[config.mk]
export PLATFORM = sky130hd
export DESIGN_NAME = instr_fetch_queue
export DESIGN_NICKNAME = d
export VERILOG_FILES = /design/src/rtl/instr_fetch_queue.sv
export SDC_FILE = /design/constraint.sdc
export NUM_CORES = 1
export LEC_CHECK = 0
export CAP_MARGIN = 25
export CORE_MARGIN = 4
export CORE_UTILIZATION = 50
export CTS_CLUSTER_DIAMETER = 80
export DETAILED_ROUTE_END_ITERATION = 10
export PLACE_DENSITY = 0.83
export SLEW_MARGIN = 20
export SYNTH_ARGS = -nofsm -noshare
export SYNTH_HDL_FRONTEND = slang
export SYNTH_SLANG_ARGS = --single-unit
[constraint.sdc]
create_clock -name clk -period 4 [get_ports clk]
set_input_delay 0.6 -clock clk [delete_from_list [all_inputs] [get_ports clk]]
set_output_delay 0.6 -clock clk [all_outputs]
set_load 0.005 [all_outputs]
[src/rtl/instr_fetch_queue.sv]
`timescale 1ns/1ps
// instr_fetch_queue
//
// Decoupled instruction fetch unit. It issues sequential fetch requests to an
// in-order, variable-latency instruction memory, buffers returned words in a
// DEPTH-entry queue and presents the queue head to decode. A redirect (taken
// branch or jump) flushes the queue, marks in-flight responses as stale, and
// restarts fetch at the computed target.
//
// Handshakes: a transfer happens on a rising clk edge where valid && ready are
// both high. A producer never makes valid depend on ready. Head data is held
// stable while instr_valid && !instr_ready. Memory responses carry no ready:
// each asserted imem_rsp_valid cycle delivers exactly one word.
//
// Ports:
//   clk             clock, rising edge
//   start_up        asynchronous active-high reset
//   imem_req_valid  fetch request valid
//   imem_req_ready  memory accepts request
//   imem_req_addr   fetch address (current fetch PC)
//   imem_rsp_valid  in-order response valid
//   imem_rsp_data   returned instruction word
//   instr_valid     queue head valid to decode
//   instr_ready     decode accepts head
//   instruction     queue head instruction
//   instr_pc        PC of queue head
//   redirect_valid  taken branch or jump this cycle
//   redirect_kind   0 = branch, 1 = jump
//   redirect_pc     PC of the branch/jump instruction
//   redirect_imm    jump target field; branch uses [15:0]
//   pc_q            current fetch PC register

module instr_fetch_queue #(
    parameter logic [31:0] RESET_PC        = 32'h00400020,
    parameter int          DEPTH           = 4,
    parameter int          MAX_OUTSTANDING = 2
) (
    input  logic        clk,
    input  logic        start_up,
    output logic        imem_req_valid,
    input  logic        imem_req_ready,
    output logic [31:0] imem_req_addr,
    input  logic        imem_rsp_valid,
    input  logic [31:0] imem_rsp_data,
    output logic        instr_valid,
    input  logic        instr_ready,
    output logic [31:0] instruction,
    output logic [31:0] instr_pc,
    input  logic        redirect_valid,
    input  logic        redirect_kind,
    input  logic [31:0] redirect_pc,
    input  logic [25:0] redirect_imm,
    output logic [31:0] pc_q
);

    localparam int AW = (DEPTH > 1) ? $clog2(DEPTH) : 1;
    localparam int CW = $clog2(DEPTH + 1);
    localparam int OW = $clog2(MAX_OUTSTANDING + 1);

    logic [31:0]   fetch_pc;
    logic [31:0]   rsp_pc;
    logic [CW-1:0] count;
    logic [OW-1:0] outstanding;
    logic [OW-1:0] drop_cnt;
    logic [AW-1:0] head;
    logic [AW-1:0] tail;
    logic [31:0]   q_instr [DEPTH];
    logic [31:0]   q_pc    [DEPTH];

    logic        req_fire;
    logic        rsp_fire;
    logic        push;
    logic        pop;
    logic [31:0] pc_plus4;
    logic [31:0] branch_target;
    logic [31:0] jump_target;
    logic [31:0] redirect_target;

    always_comb begin
        pc_plus4        = redirect_pc + 32'd4;
        branch_target   = pc_plus4 + {{14{redirect_imm[15]}}, redirect_imm[15:0], 2'b00};
        jump_target     = {pc_plus4[31:28], redirect_imm, 2'b00};
        redirect_target = redirect_kind ? jump_target : branch_target;
    end

    // Credit rule: a request is only issued if the queue already has a free
    // slot reserved for it, counting every word still in flight. This is what
    // keeps the queue from ever overflowing without a response-side stall.
    assign imem_req_valid = !start_up && !redirect_valid &&
                            (int'(outstanding) < MAX_OUTSTANDING) &&
                            ((int'(outstanding) + int'(count)) < DEPTH);
    assign imem_req_addr  = fetch_pc;
    assign pc_q           = fetch_pc;

    assign req_fire = imem_req_valid && imem_req_ready;
    // A response with nothing outstanding is a protocol violation and is ignored.
    assign rsp_fire = imem_rsp_valid && (outstanding != '0);
    // Stale words (drop_cnt) and any word landing in a redirect cycle are discarded.
    assign push     = rsp_fire && (drop_cnt == '0) && !redirect_valid;
    assign pop      = instr_valid && instr_ready && !redirect_valid;

    assign instr_valid = (count != '0);
    assign instruction = q_instr[head];
    assign instr_pc    = q_pc[head];

    always_ff @(posedge clk or posedge start_up) begin
        if (start_up) begin
            fetch_pc    <= RESET_PC;
            rsp_pc      <= RESET_PC;
            count       <= '0;
            outstanding <= '0;
            drop_cnt    <= '0;
            head        <= '0;
            tail        <= '0;
        end else begin
            // req_fire is never set in a redirect cycle, so this covers both paths.
            outstanding <= outstanding + OW'(req_fire) - OW'(rsp_fire);
            if (redirect_valid) begin
                fetch_pc <= redirect_target;
                rsp_pc   <= redirect_target;
                count    <= '0;
                head     <= '0;
                tail     <= '0;
                // Everything still in flight after this cycle belongs to the old path.
                drop_cnt <= outstanding - OW'(rsp_fire);
            end else begin
                if (req_fire) begin
                    fetch_pc <= fetch_pc + 32'd4;
                end
                if (rsp_fire) begin
                    if (drop_cnt != '0) begin
                        drop_cnt <= drop_cnt - 1'b1;
                    end else begin
                        rsp_pc <= rsp_pc + 32'd4;
                    end
                end
                if (push) begin
                    tail <= tail + 1'b1;
                end
                if (pop) begin
                    head <= head + 1'b1;
                end
                case ({push, pop})
                    2'b10:   count <= count + 1'b1;
                    2'b01:   count <= count - 1'b1;
                    default: count <= count;
                endcase
            end
        end
    end

    // Queue storage needs no reset: entries are only read while count says valid.
    always_ff @(posedge clk) begin
        if (push) begin
            q_instr[tail] <= imem_rsp_data;
            q_pc[tail]    <= rsp_pc;
        end
    end

endmodule

== Word-level counts from Yosys, hierarchy flattened ==
Memories as Yosys holds them, arrays and structs flattened.
Cells that the tools add are included.

* Bits in registers: 75
* RAM bits: 256
* Input port bits: 97
* Output and inout bits: 130
* Logic and storage cells: 67
* Memories kept: 2

{| class="wikitable"
|+ Memory list
! memory !! words !! width !! rd ports !! clocked after Yosys merged registers in !! write ports !! line !! text
|-
| q_instr || 4 || 32 || 1 || 0 || 1 || 67 || <nowiki>logic [31:0] q_instr [DEPTH];</nowiki>
|-
| q_pc || 4 || 32 || 1 || 0 || 1 || 68 || <nowiki>logic [31:0] q_pc [DEPTH];</nowiki>
|}

* $add $sub $neg: 13
* $lt $le $gt $ge: 2
* Equal/unequal tests: 3
* Muxes and demuxes: 17
* Reduce and logical (&&, ||, !) cells: 23

{| class="wikitable"
|+ Operator list
! operator !! count
|-
| 32-bit 2-to-1 mux || 6
|-
| 32-bit by 3-bit adder with 32-bit output (second input constant) || 3
|-
| 32-bit adder || 1
|-
| 2-bit 2-to-1 mux || 7
|-
| 2-bit nonzero test || 7
|-
| 1-bit logical AND || 9
|-
| 3-bit case mux with 2 select lines || 1
|-
| 3-bit nonzero test || 2
|-
| 2-bit by 1-bit adder with 2-bit output (second input constant) || 2
|-
| 2-bit by 3-bit adder with 4-bit output || 1
|-
| 4-bit by 3-bit < comparator with 1-bit output (second input constant) || 1
|-
| 2-bit AND reduction || 2
|-
| 2-bit by 1-bit subtractor with 2-bit output || 2
|-
| 3-bit by 1-bit adder with 3-bit output (second input constant) || 1
|-
| 3-bit 2-to-1 mux || 1
|-
| 3-bit by 1-bit subtractor with 3-bit output (second input constant) || 1
|-
| 2-bit by 1-bit adder with 2-bit output || 1
|-
| 2-bit by 1-bit == test with 1-bit output (second input constant) || 1
|-
| 2-bit == test (second input constant) || 1
|-
| 1-bit logical NOT || 2
|-
| 2-bit logical NOT || 1
|-
| 2-bit < comparator (second input constant) || 1
|-
| 1-bit 2-to-1 mux || 2
|-
| 2-bit inequality test (second input constant) || 1
|-
| 2-bit by 1-bit subtractor with 2-bit output (second input constant) || 1
|}

== Longest topological paths before layout ==
Gate-level depths: netlist of the first run.

* Depth after elaboration: 7
* Depth in mapped cells: 14
* Gate-level depth less buffers: 13

== Worst setup path before layout of the first run ==
No wires, ideal clock.

* Path type: input-to-reg
* Start point: input redirect_valid
* End point: memory q_instr[0][0], enable pin
* Setup time: 0.429 ns
* Arrival: 3.007 ns
* Required time: 3.571 ns
* Path slack: 0.564 ns
* Stages on the path: 5
* Buffers on the path: 3
* Path through: buf_2 -> inv_1 -> clkbuf_1 -> clkbuf_1 -> and3_1

* Word-level cells in the longest chain between the ends: 4

{| class="wikitable"
|+ RTL lines
! element !! line !! text
|-
| start, declared || 49 || <nowiki>input logic redirect_valid,</nowiki>
|-
| 1-bit logical NOT || 99 || <nowiki>assign push = rsp_fire && (drop_cnt == '0) && !redirect_valid;</nowiki>
|-
| 1-bit logical AND || 99 ||
|-
| 1-bit 2-to-1 mux || 154 || <nowiki>if (push) begin</nowiki>
|-
| 1-bit 2-to-1 mux (not written as such) || 155 || <nowiki>q_instr[tail] <= imem_rsp_data;</nowiki>
|-
| end, declared || 67 ||
|}

No other way between the ends.

== Final worst setup path of the first run ==
* Start point: input redirect_pc[6]
* End point: register fetch_pc[20], in the netlist imem_req_addr[20]

* Word-level cells in the longest chain between the ends: 4

{| class="wikitable"
|+ RTL lines
! element !! line !! text
|-
| start, declared || 51 || <nowiki>input logic [31:0] redirect_pc,</nowiki>
|-
| 32-bit by 3-bit adder with 32-bit output || 80 || <nowiki>pc_plus4 = redirect_pc + 32'd4;</nowiki>
|-
| 32-bit adder || 81 || <nowiki>branch_target = pc_plus4 + {{14{redirect_imm[15]}}, redirect_imm[15:0], 2'b00};</nowiki>
|-
| 32-bit 2-to-1 mux || 83 || <nowiki>redirect_target = redirect_kind ? jump_target : branch_target;</nowiki>
|-
| 32-bit 2-to-1 mux || 118 || <nowiki>if (redirect_valid) begin</nowiki>
|-
| end signal, assigned || 119 || <nowiki>fetch_pc <= redirect_target;</nowiki>
|-
| end signal, assigned || 128 || <nowiki>fetch_pc <= fetch_pc + 32'd4;</nowiki>
|-
| end, declared || 60 || <nowiki>logic [31:0] fetch_pc;</nowiki>
|}

No other way between the ends.
A chain may end at the register's enable or synchronous reset.

==> run summary, run 1 <==
The tools report the number of failing setup endpoints in the final timing report as 0. The leakage power was 7.38 nW; the fraction of layout cells with a size suffix above 1 was 15.6%. The kind of cell with the highest combined delay along the critical path is simple AND/OR/NAND/NOR gates.

The run gives 29.3 mm as the half-perimeter wire length of the detailed placement result. Yosys mapped the design onto 73 distinct sky130hd cell types. The run gives 16400 µm² as the post-synth design cell area. Across the VDD grid, the largest voltage drop is 0.000335 V. Leaving out fill and tap cells, the most frequent cells in the layout are 256 x sky130_fd_sc_hd__edfxtp_1, 225 x sky130_fd_sc_hd__clkdlybuf4s50_1, 106 x sky130_fd_sc_hd__nand2_1. The tools report the area taken by multi-input logic gates as 6280 µm². The flow ran to the end, and the final reports show no timing, DRC or antenna violations. The routed layout has 11.5k vias.

The run gives 0.361 ns as the worst slack on hold paths. The top cell type's share of synthesized area is 46.9%, and the first-pass detailed-route iteration total is 5. The worst path uses 88.7% of the clock period.

The clock passes through at most 3 buffers. The tools report the placed cell area as 19500 µm². On the worst path, the slowest cell contributes a delay of 0.51 ns.

Max-cap violations in this run came to 0. STA puts the critical path data required time at 4.41 ns. When the netlist entered floorplanning its net count stood at 1391. The run gives 0.919 as the last weighted congestion value of the routability-driven placer. Using the TritonRoute via totals, the vias-per-cell ratio works out to 5.81. For this design, the slowest cell found on the critical path is sky130_fd_sc_hd__clkdlybuf4s50_1.

The total setup buffers inserted after CTS was 0; the number of DRC markers in iteration 0 was 752. By area the synthesized netlist is led by sky130_fd_sc_hd__edfxtp_1 47%, sky130_fd_sc_hd__dfrtp_1 11%, sky130_fd_sc_hd__mux4_2 8.8%, sky130_fd_sc_hd__ha_1 3.5%, sky130_fd_sc_hd__xnor2_1 2.7%. For this design the top-level I/O count stands at 227. Synthesis handed over a netlist of 1246 instances.

Summed over all layers, the global routing overflow is 0. After synthesis, the mean cell area works out to 13.2 µm². From left edge to right edge, the die measures 189 µm. The run gives 1927 as the number of cells after detailed placement. Setup repair after global routing left no endpoint under its margin. Counting flops with an async set or reset pin after synthesis yields a share of 22.7%. The number of antenna violations at the first check in global routing was 2. Power per cell area: 472 nW/µm². The worst reg-to-reg setup slack came out at 1.34 ns. The tools report the element type at the critical path end as a flop. The count of standard-cell rows was 66; the die outline area was 35700 µm². Most used flip-flop cell after synthesis: sky130_fd_sc_hd__edfxtp_1.

The worst path in the final design needs a cycle of 3.55 ns, including I/O delays and setup. Timing would allow up to 0.282 GHz. The count of nets left with antenna violations once routing finished came out at 0. The most common cell after layout, fill and taps aside was sky130_fd_sc_hd__edfxtp_1.

The worst-case headroom to the max-slew limit is 44.9%, and the post-route cell area is 20600 µm². Wires add up to 40.7 mm. Counting flops with a built-in enable in the synthesized netlist gives 256. The run gives 11.8k as the via count of the first global-routing pass. Once the floorplan was initialized, standard cells occupied 50.5% of the core. From synthesis to final layout, the design area changed by 25.9%. The class of the worst hold path was primary input to flop. The core region is 32500 µm².

The tools report the number of slew-limit violations in the final report as 0. The signal arrival time at the worst endpoint came out at 3.95 ns. Counting flops and latches in the post-synthesis netlist gives 331. The number of standard cells in the final layout excluding fillers was 1985. The clock-pin slew on the worst setup and hold paths is 0.06 ns. The actual slew at the worst max-slew pin is 0.825 ns, and the hold buffer count at CTS is 0. In the global route stage, overall resource usage came out at 22.5%. Peak fanout along the critical path: 6. The number of H-tree levels is 1.

The tools report the root cell of the clock tree as sky130_fd_sc_hd__clkbuf_16. The run gives 58.4% as the proportion of synthesized chip area in sequential cells. For the TritonCTS sink count, the log shows 331. Buffers inserted during clock tree synthesis total 31. The Yosys step of the flow raised 0 warnings. The logs give 2373 for the number of filler cells placed in the layout and 0 for the count of final hold-check violations. Dividing the detail-routed wire length by the instance count gives 20.5 µm.

TritonCTS built the clock tree. In this run the tool buffered the top-level ports with 226 buffer cells. The first global-routing pass estimated 64.4 mm of wire. The largest net degree at the start of global routing is 65. The logs give -0.0633 ns for the worst setup timing slack at the placement stage and 9570 µm² for the register area. The floorplan step set the die height to 189 µm.

STA classifies the critical path startpoint as a primary input. The tools report the post-route clock skew as 0.0177 ns. The core occupancy in the finished layout was 63.6%; the DRC violation count after routing was 0. The number of buffers and inverters on the critical path was 1; the worst-case setup margin in the final layout was 0.451 ns. For the worst-skew pair, the clock arrives at the later sink with an insertion delay of 0.55 ns. The synthesized design spends more area on one cell type than any other, namely sky130_fd_sc_hd__edfxtp_1. The start-to-end type of the worst setup path was primary input to flop. The critical path goes through clkdlybuf4s50_1 > and4_1 > nand2_1 > nor2_1 > nand2_1 > xnor2_1 > ha_1 > and3_1 > and2_0 > a221oi_1 > o21ai_1 > xor2_1 > a211oi_1 > a211oi_1.

For the post-cts gate resize count, the log shows 0. The final layout contains 1663 nets.
[worst paths after layout]
kind                            cells past startpoint                end           start
worst max-delay path                               14  imem_req_addr[20]  redirect_pc[6]
worst min-delay path                                2            head[1]  redirect_valid
worst max register to register                      9  imem_req_addr[31]  outstanding[1]
worst min register to register                      0         q_pc[3][0]       rsp_pc[0]
max in group asynchronous                           3          rsp_pc[5]        start_up
min in group asynchronous                           2        drop_cnt[0]        start_up
[synthesized netlist by cell type, types with 24 or more instances]
master	n
sky130_fd_sc_hd__a21oi_1	76
sky130_fd_sc_hd__xor2_1	33
sky130_fd_sc_hd__dfrtp_1	71
sky130_fd_sc_hd__nand2_1	106
sky130_fd_sc_hd__nand4_1	29
sky130_fd_sc_hd__buf_4	32
sky130_fd_sc_hd__xnor2_1	50
sky130_fd_sc_hd__nor2_1	82
sky130_fd_sc_hd__o21ai_0	41
sky130_fd_sc_hd__ha_1	46
sky130_fd_sc_hd__mux4_2	64
sky130_fd_sc_hd__nand3_1	40
sky130_fd_sc_hd__inv_1	24
sky130_fd_sc_hd__and3_1	28
sky130_fd_sc_hd__clkbuf_1	35
sky130_fd_sc_hd__edfxtp_1	256
[metal layers]
layer	part of all wire (%)	GRT usage (%)	up-vias
met3	7.4	2.97	71
met5	0.025	0	-
met2	49	38.2	478
met1	41	30.9	5680
met4	2.4	6.05	2
li1	-	-	5310
[registers in the layout, indices dropped and copies added (netlist names)]
name           count
drop_cnt           2
head               2
imem_req_addr     32
outstanding        2
q_instr          128
count              3
rsp_pc            32
q_pc             128
tail               2
[cell type report]
| cell class | count | share of cell area (%) |
|---|---|---|
| clock inverter | 17 | 1.19 |
| tap | 442 | 2.68 |
| inverter | 26 | 0.479 |
| antenna | 1 | 0.0121 |
| timing repair buffer | 321 | 14.7 |
| multi-input combinational | 807 | 30.5 |
| sequential | 331 | 46.4 |
| clock buffer | 40 | 4.07 |
[through the flow]
stage	TNS (ns)	total power [mW]
2_1_floorplan	0	5.58
3_3_place_gp	-0.0247	6.64
3_5_place_dp	-0.269	6.71
4_1_cts	0	9.80
5_1_grt	0	10.2
6_report	0	9.73
[where the power goes]
part | internal (mW) | total, mW | switching, mW
Sequential | 4.02 | 4.37 | 0.343
Combinational | 1.28 | 2.28 | 1.00
Clock | 1.87 | 3.09 | 1.22
[cells by family (layout without fill, tap and decap cells)]
logic type               count (synthesis)  after routing  share of synthesized area [%]
other                                    0              1                              0
XOR/XNOR                                83             83                           4.44
multiplexers                            67             67                           8.98
AND/OR/NAND/NOR                        359            359                           11.3
adder cells (fa/ha/maj)                 48             48                           3.76
buffers and inverters                  108            404                           3.29
AO/OA/AOI/OAI                          250            250                           9.83
flip-flops                             331            331                           58.4
No activity file was read; power rests on OpenSTA's default activity.
==> run 2, diff against run 1 <==
--- a/config.mk
+++ b/config.mk
@@ -10,7 +10,9 @@
 export CORE_UTILIZATION = 50
 export CTS_CLUSTER_DIAMETER = 80
 export DETAILED_ROUTE_END_ITERATION = 10
+export HOLD_SLACK_MARGIN = 0.15
 export PLACE_DENSITY = 0.83
+export REMOVE_ABC_BUFFERS = 1
 export SLEW_MARGIN = 20
 export SYNTH_ARGS = -nofsm -noshare
 export SYNTH_HDL_FRONTEND = slang
==> run summary, run 2 (synthesis gave the netlist of run 1 again) <==
The tools report the antenna violation net count after detailed routing as 0. The tools report the count of final hold-check violations as 0. The tools report the data required time of the critical path as 4.37 ns. Across the VDD grid, the largest voltage drop is 0.000279 V.

The met2 demand-to-capacity share in global routing is 37.4%, and the width of the die is 189 µm. At the pin with the least slew margin, the transition time is 0.917 ns. The max-capacitance violation count is 0. Among all stages on the critical path, the largest delay is contributed by sky130_fd_sc_hd__clkdlybuf4s50_1. CTS placed an instance of sky130_fd_sc_hd__clkbuf_16 at the clock tree root.

The logs give 0.00956 ns for the post-route clock skew and 699 for the number of DRC markers in iteration 0. Total length of routed wires: 40.3 mm. After layout, the worst path uses 91.9% of the clock period.

Timing would allow up to 0.272 GHz. The number of input and output port buffers inserted is 226, and the number of H-tree levels is 2. The TritonCTS sink count was 331; the via density per instance was 5.79. After clock tree synthesis, the clock-pin slew on the worst setup and hold paths is 0.06 ns. The number of filler cells placed in the layout was 2395; the number of failing setup endpoints in the final timing report was 0.

In the layout the commonest cells are 256 x sky130_fd_sc_hd__edfxtp_1, 225 x sky130_fd_sc_hd__clkdlybuf4s50_1, 106 x sky130_fd_sc_hd__nand2_1. Number of buffers created by CTS: 34. The congestion estimate from routability-driven global placement came to 0.883. Power spread over the standard cell area amounts to 477 nW/µm². The number of antenna violations at the first check in global routing was 0. The clock passes through at most 3 buffers.

Setup repair after global routing left no endpoint under its margin. Antenna diode count: 0. The class of the worst hold path is primary input to asynchronous set/reset pin. Aggregate global-route resource usage: 22.1%. The post-route minimum period is 3.68 ns, and the largest net degree at the start of global routing is 65. The total setup buffers inserted after CTS came out at 0. The run gives 50.5% as the starting utilization of the core area. At the end of the flow, the number of nets in the layout was 1650. The clock latency at the later pin of the worst-skew pair was 0.50 ns; the overflow left after global routing was 0. In this run the worst path has a maximum fanout of 8. The peak-usage layer in the global routing report was met2.

Cells with a size suffix above 1 make up 14.6% of the layout. On the worst path, the slowest cell contributes a delay of 0.52 ns. The via count of the first global-routing pass was 11.6k. The analysis attributes to cell leakage a power of 7.34 nW.

The cell that appears most often on the critical path is sky130_fd_sc_hd__nand3_1. The logs give 0 ns for the final sum of negative setup slack and 5 for the first-pass detailed-route iteration total. The logs give 63.1 mm for the wire length of the first global-routing pass and 227 for the I/O pin count.

TritonCTS built the clock tree. In the final routed layout, each cell accounts on average for 20.4 µm. The core region is 32500 µm².

The floorplan step defined a die boundary enclosing 35700 µm². The element type at the critical path end is a flop. Buffers inserted to repair hold after CTS numbered 0. Together, buffers and inverters on the worst path number 2. In the routed design, unresolved DRC markers number 0.

In the global route stage, met1 resource usage came out at 29.8%. The largest registers in the layout are q_instr x128, q_pc x128. The worst setup path is launched from a primary input. The run finished with clean final reports. The start-to-end type of the worst setup path is primary input to flop. Most common cell after layout, fill and taps aside: sky130_fd_sc_hd__edfxtp_1. The count of vias placed by the detailed router came out at 11.4k.

The gate family responsible for the most delay along the worst path was simple AND/OR/NAND/NOR gates. In the global route stage, met3 resource usage came out at 3.41%. After floorplanning, the core was divided into 66 placement rows.

The half-perimeter wire length of the detailed placement result was 28.4 mm; the signal arrival time at the worst endpoint was 4.05 ns. The synthesis-to-finish area growth came out at 25.5%. Traced cell by cell, the critical path runs through clkdlybuf4s50_1 > nand3_1 > nor4_4 > buf_4 > nand3_1 > xnor2_1 > ha_1 > nand4_1 > nor2_1 > a22oi_1 > nand3_1 > a311oi_1 > xor2_1 > a21oi_1.

For this run, the share of the core covered by cells in the final layout is 63.4%. Measured along the y axis, the die boundary spans 189 µm. The number of slew-limit violations in the final report was 0. The worst pin sits at a relative slew slack of 38.6%.

The post-cts gate resize count is 0.
[run 2: final cells by class]
cell class / count / area, µm² / area share [%]
clock buffer: 46 / 960 / 4.66
clock inverter: 16 / 179 / 0.870
sequential: 331 / 9570 / 46.5
multi-input combinational: 807 / 6280 / 30.5
timing repair buffer: 305 / 2930 / 14.2
inverter: 26 / 97.6 / 0.474
tap: 442 / 553 / 2.69
[run 2: metal layers]
| metal | part of all wire [%] | vias to the layer above |
|---|---|---|
| met3 | 6.1 | 69 |
| met4 | 2.8 | 0 |
| met5 | 0 | - |
| met2 | 49 | 437 |
| li1 | - | 5281 |
| met1 | 42 | 5635 |
[run 2: worst paths after layout]
path,from,slack [ns],cells past startpoint,to
worst max register to register,imem_req_addr[5],1.51,7,imem_req_addr[27]
worst min-delay path,start_up,0.50,2,rsp_pc[3]
min in group clk,rsp_pc[0],0.53,0,q_pc[1][0]
worst min register to register,rsp_pc[0],0.53,0,q_pc[1][0]
max in group asynchronous,start_up,2.60,3,imem_req_addr[22]
worst max-delay path,redirect_pc[4],0.32,14,imem_req_addr[27]
[run 2: power breakdown]
group          switching (mW)  internal, mW
logic                    1.00          1.26
clock network            1.26          1.95
registers               0.330          4.02
[run 2: per-stage QoR]
stage	setup slack [ns]	cells	total power [mW]	area, µm²	hold slack, ns
after floorplan	0.140	1164	5.50	15900	0.476
after detailed placement	-0.135	1911	6.67	19400	0.515
after CTS	0.370	1973	9.90	20600	0.484
after global routing	0.0147	1973	10.3	20600	0.521
final	0.323	1973	9.82	20600	0.497
after global placement	-0.0309	1911	6.60	19400	0.491
==> run 3, diff against run 2 <==
--- a/config.mk
+++ b/config.mk
@@ -6,12 +6,13 @@
 export NUM_CORES = 1
 export LEC_CHECK = 0
 export CAP_MARGIN = 25
-export CORE_MARGIN = 4
+export CORE_MARGIN = 8
 export CORE_UTILIZATION = 50
 export CTS_CLUSTER_DIAMETER = 80
 export DETAILED_ROUTE_END_ITERATION = 10
 export HOLD_SLACK_MARGIN = 0.15
 export PLACE_DENSITY = 0.83
+export RECOVER_POWER = 50
 export REMOVE_ABC_BUFFERS = 1
 export SLEW_MARGIN = 20
 export SYNTH_ARGS = -nofsm -noshare
==> run summary, run 3 (synthesis gave the netlist of run 1 again) <==
On the final layout, the worst hold slack is 0.518 ns. In this run the clock root is driven by a sky130_fd_sc_hd__clkbuf_16. The class of the worst hold path was flop to flop. In this run, post-CTS hold repair placed 0 buffers. Leaving out fill and tap cells, the most frequent cell in the layout is sky130_fd_sc_hd__edfxtp_1. The DRC violation count after routing came out at 0. The repair_antennas step left the layout with diodes totalling 0. The run gives 0 as the overflow left after global routing. Number of cells after detailed placement: 1936. Number of input and output port buffers inserted: 226.

After clock tree synthesis, the clock-pin slew on the worst setup and hold paths is 0.06 ns. Entering global routing, the biggest net connects 57 pins. TritonCTS built the clock tree. IR analysis of the VDD net gives a maximum drop of 0.000328 V. Setup repair after global routing left no endpoint under its margin.

The max-capacitance violation count is 2. The tools report the via count of the first global-routing pass as 11.8k. Element type at the critical path end: a flop. The number of slew-limit violations in the final report was 53; the number of buffers created by CTS was 34.

The met1 track utilization from global routing is 28.0%. The routed layout has 11.4k vias. In the global route stage, met3 resource usage came out at 2.98%. Measured against its own limit, the worst slew margin works out to -15.5%. From synthesis to final layout, the design area changed by 26.7%.

Data required time of the critical path: 4.33 ns. Of the available clock period, the critical path in the final layout requires 90.3%. Routability-driven placement finished with a final weighted congestion of 0.922. In the global route stage, met2 resource usage came out at 35.0%. The largest registers in the layout are q_instr x128, q_pc x128. The core region is 32400 µm². In the global route stage, overall resource usage came out at 20.8%.

The run gives 1675 as the layout net count. In this run the remaining antenna-violating nets after routing total 0. The number of failing setup endpoints in the final timing report is 0. The half-perimeter wire length of the detailed placement result is 29.9 mm. The start-to-end type of the worst setup path is primary input to flop. The tools report the placed cell area as 19700 µm². For the final routed database, the setup TNS stands at 0 ns. The die height was 197 µm; the number of DRC markers in iteration 0 was 890. The initialized floorplan defines 66 standard-cell rows.

The post-cts gate resize count was 0; the post-route cell area was 20800 µm². The width of the die was 197 µm; the maximum achievable frequency was 0.277 GHz. Cells with a size suffix above 1 make up 15.5% of the layout. Critical path startpoint category: a primary input. Data on the critical path arrives at its endpoint at 3.94 ns. The number of standard cells in the final layout excluding fillers is 1997.

In the layout the commonest cells are 256 x sky130_fd_sc_hd__edfxtp_1, 180 x sky130_fd_sc_hd__clkdlybuf4s50_1, 106 x sky130_fd_sc_hd__nand2_1. The analysis attributes to cell leakage a power of 7.47 nW. The power per cell area is 472 nW/µm². Using the TritonRoute via totals, the vias-per-cell ratio works out to 5.73. The actual slew at the worst max-slew pin is 1.73 ns. Clock latency at the later pin of the worst-skew pair: 0.50 ns. The number of antenna violations at the first check in global routing is 0.

The die outline area is 38800 µm². For the I/O pin count, the log shows 227. The total power draw was 9.80 mW. The logs give 50.6% for the starting utilization of the core area and 64.2 mm for the wire length of the first global-routing pass. The routed design has 41.1 mm of wire. Count of final hold-check violations: 0.

In this run the number of H-tree levels came out at 2. The first detailed-routing pass ran for 7 iterations. The total setup buffers inserted after CTS is 0, and the peak fanout along the critical path is 6. The run finished, with violations left.

The layer flagged by global routing as most heavily used is met2. For the final database, setup skew stands at 0.0214 ns. The tree built by TritonCTS fans out to 331 sinks. The post-detailed-route wirelength per cell was 20.6 µm; the maximum buffer depth of the clock tree was 3.

The checks that failed: max-capacitance violations, max-slew violations. The worst path in the final design needs a cycle of 3.61 ns, including I/O delays and setup.
-- run 3: cell count changes in the layout (fill, tap and decap cells not counted), sizes merged --
cell | previous run | this run
clkbuf | 46 | 51
inv | 25 | 26
clkdlybuf4s50 | 225 | 180
bufinv | 4 | 3
clkinvlp | 2 | 1
dlygate4sd3 | 0 | 45
buf | 80 | 96
clkinv | 11 | 15
-- run 3: cell type report --
| type | count | area [µm²] |
|---|---|---|
| Fill cell | 2439 | 11600 |
| Sequential cell | 331 | 9570 |
| Multi-Input combinational cell | 807 | 6280 |
| Timing Repair Buffer | 330 | 3110 |
| Clock buffer | 42 | 975 |
| Tap cell | 442 | 553 |
| Clock inverter | 19 | 169 |
| Inverter | 26 | 97.6 |
-- run 3: per-layer routing --
layer | wire [µm] | vias up | share of wire (%)
met4 | 952 | 0 | 2.3
met2 | 19800 | 428 | 48
met3 | 2520 | 60 | 6.1
met1 | 17800 | 5635 | 43
li1 | - | 5319 | -
met5 | 0 | - | 0
-- run 3: final timing paths --
check                                     from                 to  slack (ns)  cells after the start
worst max-delay path            redirect_pc[2]  imem_req_addr[27]        0.39                     15
worst min-delay path                 rsp_pc[1]         q_pc[0][1]        0.52                      0
max in group asynchronous             start_up   imem_req_addr[0]        0.83                      3
min in group asynchronous             start_up            head[1]        0.92                      2
worst max register to register  outstanding[1]      q_instr[0][2]        0.94                      4
worst min register to register       rsp_pc[1]         q_pc[0][1]        0.52                      0
-- run 3: report_power, final --
group / internal [mW] / total (mW) / switching [mW] / leakage [nW]
Clock: 1.92 / 3.17 / 1.24 / 0.568
Combinational: 1.27 / 2.27 / 1.00 / 3.67
Sequential: 4.02 / 4.37 / 0.343 / 3.23
Total: 7.22 / 9.80 / 2.59 / 7.47
-- run 3: worst max-delay path, cell delays in order --
cell and delay, ns:
sky130_fd_sc_hd__clkdlybuf4s50_1 0.55, sky130_fd_sc_hd__ha_1 0.22, sky130_fd_sc_hd__nand2_1 0.07, sky130_fd_sc_hd__nor2_1 0.15, sky130_fd_sc_hd__buf_4 0.17, sky130_fd_sc_hd__nand2_1 0.07
sky130_fd_sc_hd__xnor2_1 0.15, sky130_fd_sc_hd__ha_1 0.38, sky130_fd_sc_hd__a211oi_1 0.31, sky130_fd_sc_hd__o21ai_1 0.14, sky130_fd_sc_hd__a21oi_1 0.23, sky130_fd_sc_hd__nand3_1 0.19
sky130_fd_sc_hd__a311oi_1 0.34, sky130_fd_sc_hd__xor2_1 0.27, sky130_fd_sc_hd__a21oi_1 0.10
-- run 3: stage by stage --
| step | setup WS, ns | util (%) |
|---|---|---|
| floorplan | 0.140 | - |
| global placement | -0.0468 | 60.8 |
| detailed placement | -0.0692 | 60.8 |
| CTS | 0.472 | 64.3 |
| global route | 0.148 | 64.1 |
| finish | 0.389 | 64.1 |
